$ cat src/rtl/alu_issue_ctrl.sv
// rtl/alu_issue_ctrl.sv - Multicycle issue controller for the combinational ALU
// Holds ALU operands for an op-dependent settle time, then returns result/zero with the request tag.
module alu_issue_ctrl #(
    parameter int BASE_WAIT = 1,
    parameter int MUL_WAIT  = 2,
    parameter int DIV_WAIT  = 4
) (
    input  logic        clk,
    input  logic        rst_n,
    input  logic        flush,
    input  logic        req_valid,
    output logic        req_ready,
    input  logic [3:0]  req_op,
    input  logic [31:0] req_a,
    input  logic [31:0] req_b,
    input  logic [4:0]  req_tag,
    output logic [3:0]  ALU_Control,
    output logic [31:0] inA,
    output logic [31:0] inB,
    output logic        changeROM,
    output logic [1:0]  NextLineTBE,
    input  logic [31:0] alu_result,
    input  logic        alu_zero,
    output logic        rsp_valid,
    input  logic        rsp_ready,
    output logic [31:0] rsp_result,
    output logic        rsp_zero,
    output logic [4:0]  rsp_tag,
    output logic        rsp_divzero,
    output logic        rsp_illegal
);

    typedef enum logic [1:0] {
        IDLE = 2'd0,
        EXEC = 2'd1,
        RESP = 2'd2
    } state_t;

    state_t      state;
    state_t      state_nxt;
    logic [3:0]  op_q;
    logic [31:0] a_q;
    logic [31:0] b_q;
    logic [7:0]  cnt;
    logic        accept;
    logic        div0;
    logic        illegal;

    // Counter is loaded with WAIT-1 so the capture edge lands exactly WAIT edges after accept.
    function automatic logic [7:0] wait_load(input logic [3:0] op);
        case (op)
            4'b0000: return 8'(DIV_WAIT - 1);
            4'b0001: return 8'(MUL_WAIT - 1);
            default: return 8'(BASE_WAIT - 1);
        endcase
    endfunction

    assign accept  = (state == IDLE) && !flush && req_valid;
    assign div0    = (req_op == 4'b0000) && (req_b == 32'd0);
    assign illegal = (req_op[3:2] == 2'b11);

    always_ff @(posedge clk or negedge rst_n) begin
        if (!rst_n) begin
            state <= IDLE;
        end else begin
            state <= state_nxt;
        end
    end

    always_comb begin
        state_nxt = state;
        req_ready = 1'b0;
        rsp_valid = 1'b0;
        case (state)
            IDLE: begin
                req_ready = !flush;
                if (accept) begin
                    state_nxt = (div0 || illegal) ? RESP : EXEC;
                end
            end
            EXEC: begin
                if (cnt == 8'd0) begin
                    state_nxt = RESP;
                end
            end
            RESP: begin
                rsp_valid = 1'b1;
                if (rsp_ready) begin
                    state_nxt = IDLE;
                end
            end
            default: state_nxt = IDLE;
        endcase
        if (flush) begin
            state_nxt = IDLE;
        end
    end

    // Locally resolved ops fill the payload at accept; ALU ops overwrite it at the capture edge.
    always_ff @(posedge clk or negedge rst_n) begin
        if (!rst_n) begin
            op_q        <= 4'b0011;
            a_q         <= 32'd0;
            b_q         <= 32'd0;
            cnt         <= 8'd0;
            rsp_result  <= 32'd0;
            rsp_zero    <= 1'b0;
            rsp_tag     <= 5'd0;
            rsp_divzero <= 1'b0;
            rsp_illegal <= 1'b0;
        end else if (accept) begin
            op_q        <= req_op;
            a_q         <= req_a;
            b_q         <= req_b;
            cnt         <= wait_load(req_op);
            rsp_tag     <= req_tag;
            rsp_result  <= div0 ? 32'hFFFF_FFFF : 32'd0;
            rsp_zero    <= illegal;
            rsp_divzero <= div0 && !illegal;
            rsp_illegal <= illegal;
        end else if (state == EXEC) begin
            if (cnt == 8'd0) begin
                rsp_result  <= alu_result;
                rsp_zero    <= alu_zero;
                rsp_divzero <= 1'b0;
                rsp_illegal <= 1'b0;
            end else begin
                cnt <= cnt - 8'd1;
            end
        end
    end

    assign changeROM   = (state != EXEC);
    assign ALU_Control = (state == EXEC) ? op_q : 4'b0011;
    assign inA         = (state == EXEC) ? a_q : 32'd0;
    assign inB         = (state == EXEC) ? b_q : 32'd0;
    assign NextLineTBE = 2'b00;

endmodule

$ cat config.mk
export PLATFORM = sky130hd
export DESIGN_NAME = alu_issue_ctrl
export DESIGN_NICKNAME = d
export VERILOG_FILES = /design/src/rtl/alu_issue_ctrl.sv
export SDC_FILE = /design/constraint.sdc
export NUM_CORES = 1
export LEC_CHECK = 0
export BUFFER_PORTS_ARGS = -buffer_cell sky130_fd_sc_hd__buf_2
export CAP_MARGIN = 5
export CORE_ASPECT_RATIO = 1.75
export CORE_MARGIN = 2
export CORE_UTILIZATION = 30
export CTS_CLUSTER_SIZE = 10
export DETAILED_ROUTE_END_ITERATION = 7
export HOLD_SLACK_MARGIN = 0.05
export SKIP_LAST_GASP = 1
export SLEW_MARGIN = 20
export SYNTH_ARGS = -nofsm -noshare
export SYNTH_HDL_FRONTEND = slang
export SYNTH_SLANG_ARGS = --single-unit
$ cat constraint.sdc
create_clock -name clk -period 4.69 [get_ports clk]
set_input_delay 0.2345 -clock clk [delete_from_list [all_inputs] [get_ports clk]]
set_output_delay 0.2345 -clock clk [all_outputs]
set_load 0.01 [all_outputs]
## Yosys cells after proc, flatten, opt, wreduce, memory -nomap -nowiden

Cells that the tools add are included.

| cells by class | value |
|---|---|
| reduce and logical (&&, ||, !) cells | 16 |
| add/subtract/negate cells | 1 |
| equal/unequal tests | 9 |
| muxes and demuxes | 26 |

Operator list:

| operator | number |
|---|---|
| $mux W32 | 6 |
| $logic_not A32 Y1 | 1 |
| $mux W8 | 3 |
| $mux W2 | 5 |
| $mux W1 | 9 |
| $ne A3 B3 Y1 const B | 3 |
| $logic_not A8 Y1 | 1 |
| $sub A8 B1 Y8 const B | 1 |
| $pmux W2 S3 | 1 |
| $eq A2 B2 Y1 const B | 2 |
| $eq A4 B1 Y1 const B | 1 |
| $logic_and A1 B1 Y1 | 4 |
| $logic_not A4 Y1 | 1 |
| $mux W4 | 1 |
| $pmux W2 S2 | 1 |
| $reduce_and A2 Y1 | 2 |
| $reduce_bool A2 Y1 | 2 |
| $reduce_and A3 Y1 | 1 |
| $eq A2 B1 Y1 const B | 1 |
| $logic_not A1 Y1 | 2 |
| $logic_not A2 Y1 | 1 |
| $ne A2 B1 Y1 const B | 1 |
| $ne A2 B2 Y1 const B | 1 |
| $logic_or A1 B1 Y1 | 1 |

| word-level totals | value |
|---|---|
| input port bits | 111 |
| flip-flop bits (word level) | 118 |
| word-level logic and storage cells | 62 |

## Longest topological paths before layout

| depth | value |
|---|---|
| depth after elaboration | 7 |
| depth in mapped cells | 8 |
| gate-level depth less buffers | 6 |

## Least setup slack after synthesis

No wires, ideal clock.

| timing | value |
|---|---|
| path type | flip-flop to flip-flop |
| start | register cnt[0] |
| end | register rsp_result[11] |
| path slack | 2.769 ns |
| required time | 4.608 ns |
| clock period less this slack | 1.921 ns |
| arrival | 1.839 ns |
| cell stages (with the launch flop) | 9 |
| cells stage by stage | dfrtp_1 inv_1 ha_1 or4b_1 buf_2 nor3_4 buf_6 nand2_1 a31oi_2 |

| on the way | value |
|---|---|
| longest elaborated chain between the ends | 3 |

RTL lines:

| what | line | source |
|---|---|---|
| from (decl) | 44 | `logic [7:0] cnt;` |
| from (signal assigned) | 115 | `cnt <= wait_load(req_op);` |
| from (signal assigned) | 128 | `cnt <= cnt - 8'd1;` |
| $logic_not A8 Y1 | 122 | `if (cnt == 8'd0) begin` |
| $reduce_bool A2 Y1 (no source line) | n/a |  |
| $reduce_and A2 Y1 (no source line) | n/a |  |
| to (signal assigned) | 117 | `rsp_result <= div0 ? 32'hFFFF_FFFF : 32'd0;` |
| to (signal assigned) | 123 | `rsp_result <= alu_result;` |
| to (decl) | 26 | `output logic [31:0] rsp_result,` |

Every way passes these cells.
A chain may end at the register's enable or synchronous reset.

## Final worst setup path

| timing | value |
|---|---|
| start | register state[1] |
| end | register rsp_result[29] |

| on the way | value |
|---|---|
| longest elaborated chain between the ends | 5 |
| elaborated cells on any way between the ends | 8 |
| classes of those cells | 1 x eq/ne; 1 x mux; 6 x reduce/logical |

RTL lines:

| what | line | source |
|---|---|---|
| from (decl) | 39 | `state_t state;` |
| from (signal assigned) | 66 | `state <= state_nxt;` |
| $logic_not A2 Y1 | 58 | `assign accept = (state == IDLE) && !flush && req_valid;` |
| $logic_and A1 B1 Y1 (2 in a row) | 58 |  |
| $reduce_bool A2 Y1 (no source line) | n/a |  |
| $reduce_and A2 Y1 (no source line) | n/a |  |

Parallel ways exist; a longest one is shown, timed or not.

==> run metrics <==
simple-gate share of the synthesized area=32.8%; post-CTS setup buffers=0; Vert. Die Dim=180 um; Critical Path AT=2.70 ns; non-filler instance count after layout=1131; global route overflow=0; io pins=224; cts hold-fix bufs=66; PostCTS Resize Cnt=0; Worst path max stage delay=0.93 ns; synth warn=0; Hold Crit Start=req_op[0]; FILL cells=1751; Synth Area in Compound Gates=5.79%; #FFs+latches synth=118; Remaining DRCs=0; Seq/Total Area, Yosys=a little under three fifths; routability cong.=0.808; Pwr Density=549 nW/um2; CTS buffer count=17; Final Hold Fails=0; status=finished clean; Placement Cell Area=6610 um2; clock buffer depth=2; Die W=105 um; FMAX=404 MHz; Post-synth EDFFs=0; Wirelength per Cell=roughly 15 um; starting utilization of the core area=30.5%; Post-Synth XOR/XNOR Area=0.824%; Routed WL=roughly 16000 um; final period utilization=52.8%; Placed Instances=1033; Post-DRT Antenna Nets=0; final instance area=7870 um2; Multi-input gate area=2190 um2; row cnt=64; initial DRC count=310; via count of the first global-routing pass=about 5.3k; Max Cap Viol=0; RSZ-0062 raised after global routing=no; Synth area leaders=dfrtp_1 55%, nand2_1 20%, and2_1 7.9%; Most used DFF post-synth=dfrtp_1; worst hold path class=primary input to register; layout cells sized above 1=approximately 30%; largest family of logic cells by synthesized area=simple AND/OR/NAND/NOR gates; clk_skew=roughly 0.008 ns; Worst path slowest cell=a31oi_4; CP startpoint=state[1]$_DFFE_PN0P_; CP startpoint kind=register; Total GRT Usage=17.4%; Critical Path RT=4.92 ns; Post-synth top cells=287 x nand2_1, 116 x dfrtp_1, 67 x and2_1, 35 x clkbuf_1, 30 x a31oi_1; fin. max-slew vios=0; CTS tree=built; Worst Max-Slew Pin Slew=1.03 ns; Async SR Flop Fraction=100%; DP HPWL=10900 um; post-synthesis adder-cell area fraction=0.471%; crit path max fanout=a little under 50; fin nets=1000; Netlist cell types=36; vias post-DR=5148; critical path type=register to register; Setup TNS Final=0 ns; Vias/cell=4.55; CP Capture Type=register; worst r2r src=state[1]$_DFFE_PN0P_; Synth top area share=54.6%; clock root cell=clkbuf_16; Worst IR Drop VDD=0.000237 V; clock-pin slew on the worst setup and hold paths=0.05 ns; H-tree depth=4; Tmin final=about 2.5 ns; Final setup viols=0; syn avg cell area=8.64 um2; Storage cell area=2960 um2; Pre-Repair DR Iteration Count=5; Placeable Area=17500 um2; Post-Syn Area=around 5300 um2; initial antenna violation count=0; critical path, cell by cell=nor3_1, nand2_4, a31oi_4, a31oi_1; later-pin clock latency in the skew report=0.40 ns; clock sink total=118; first-pass GRT wire length=between 20000 and 30000 um; IO buf count=221; Area Overhead vs Synth=48.1%; full die area=around 19000 um2; Yosys top cell by area=dfrtp_1; proportion of synthesized area in mux cells=less than 1%; pin count of the biggest net entering global routing=78; Antenna Diode Count=0; Leak Pwr=0.00421 uW; top-count cell post-synth=nand2_1; Synth Instances=615; relative slew slack=31.0%
routing by layer:
layer | vias to the layer above | routed length [um] | track usage, %
met2 | 186 | 8570 | 31.2
li1 | 2503 | - | -
met5 | - | 0 | 0
met4 | 0 | 767 | 9.55
met1 | 2409 | 6300 | 19.0
met3 | 50 | 783 | 3.47
worst max-delay path, delay by kind of cell, from the launching register on:
kind	cells	cell delay, ns
flops	1	0.41
compound gates	2	1.02
simple gates	2	0.86
metrics by stage:
step	hold slack [ns]	worst slack, ns	utilization [%]	power, uW
final	0.0715	2.22	45.1	4320
after global routing	0.0783	1.96	45.1	4630
after CTS	0.0567	2.19	45.1	4380
after detailed placement	0.431	2.19	37.9	2990
after global placement	0.424	2.25	37.9	2970
after floorplan	-0.0611	2.77	-	2450
power by group:
group	internal (uW)	leakage, uW	total [uW]	switching, uW
registers	1430	0.00145	1640	212
logic	581	0.00246	1370	792
clock network	846	0.000292	1310	461
total	2850	0.00421	4320	1460
registers in the layout, summed over array words and instances, names as in the netlist:
| register | count |
|---|---|
| rsp_result | 32 |
| state | 2 |
| rsp_tag | 5 |
| rsp_illegal | 1 |
| cnt | 8 |
| op_q | 4 |
| rsp_divzero | 1 |
| rsp_zero | 1 |
| b_q | 32 |
| a_q | 32 |
logic make-up after synthesis:
logic type	Yosys count
AO/OA/AOI/OAI	45
XOR/XNOR	5
adder cells (fa/ha/maj)	2
buffers and inverters	46
flip-flops	118
multiplexers	3
other	1
AND/OR/NAND/NOR	395
layout make-up:
class	instances	area share [%]
clock buffers	19	5.63
clock inverters	13	1.99
inverters	5	0.238
repair buffers	293	23.1
flip-flops and latches	118	37.5
well taps	231	3.67
multi-input cells	452	27.8
worst paths after layout:
check / endpoint / slack [ns] / cells after the start
setup / recovery: rsp_result[29]$_DFFE_PN0P_ / 2.22 / 4
hold / removal: op_q[0]$_DFFE_PN1N_ / 0.07 / 3
setup reg to reg: rsp_result[29]$_DFFE_PN0P_ / 2.22 / 4
hold reg to reg: op_q[1]$_DFFE_PN1N_ / 0.45 / 2
max in group asynchronous: op_q[0]$_DFFE_PN1N_ / 3.21 / 3
min in group asynchronous: rsp_result[27]$_DFFE_PN0P_ / 0.43 / 2
layout by cell type, fill, tap and decap left out, drive strengths merged, types with 3 or more instances in the layout:
| cell type | netlist | layout |
|---|---|---|
| nor4 | 9 | 9 |
| and2 | 67 | 67 |
| nor2 | 8 | 8 |
| clkinv | 0 | 8 |
| a31oi | 34 | 34 |
| nand3 | 6 | 6 |
| a21oi | 4 | 4 |
| nand2 | 287 | 287 |
| xor2 | 4 | 4 |
| nor3 | 4 | 4 |
| bufinv | 0 | 3 |
| nor2b | 3 | 3 |
| inv | 5 | 5 |
| buf | 6 | 227 |
| dlygate4sd3 | 0 | 66 |
| dfrtp | 116 | 116 |
| clkbuf | 35 | 19 |
Power figures use the tool's default switching activity.
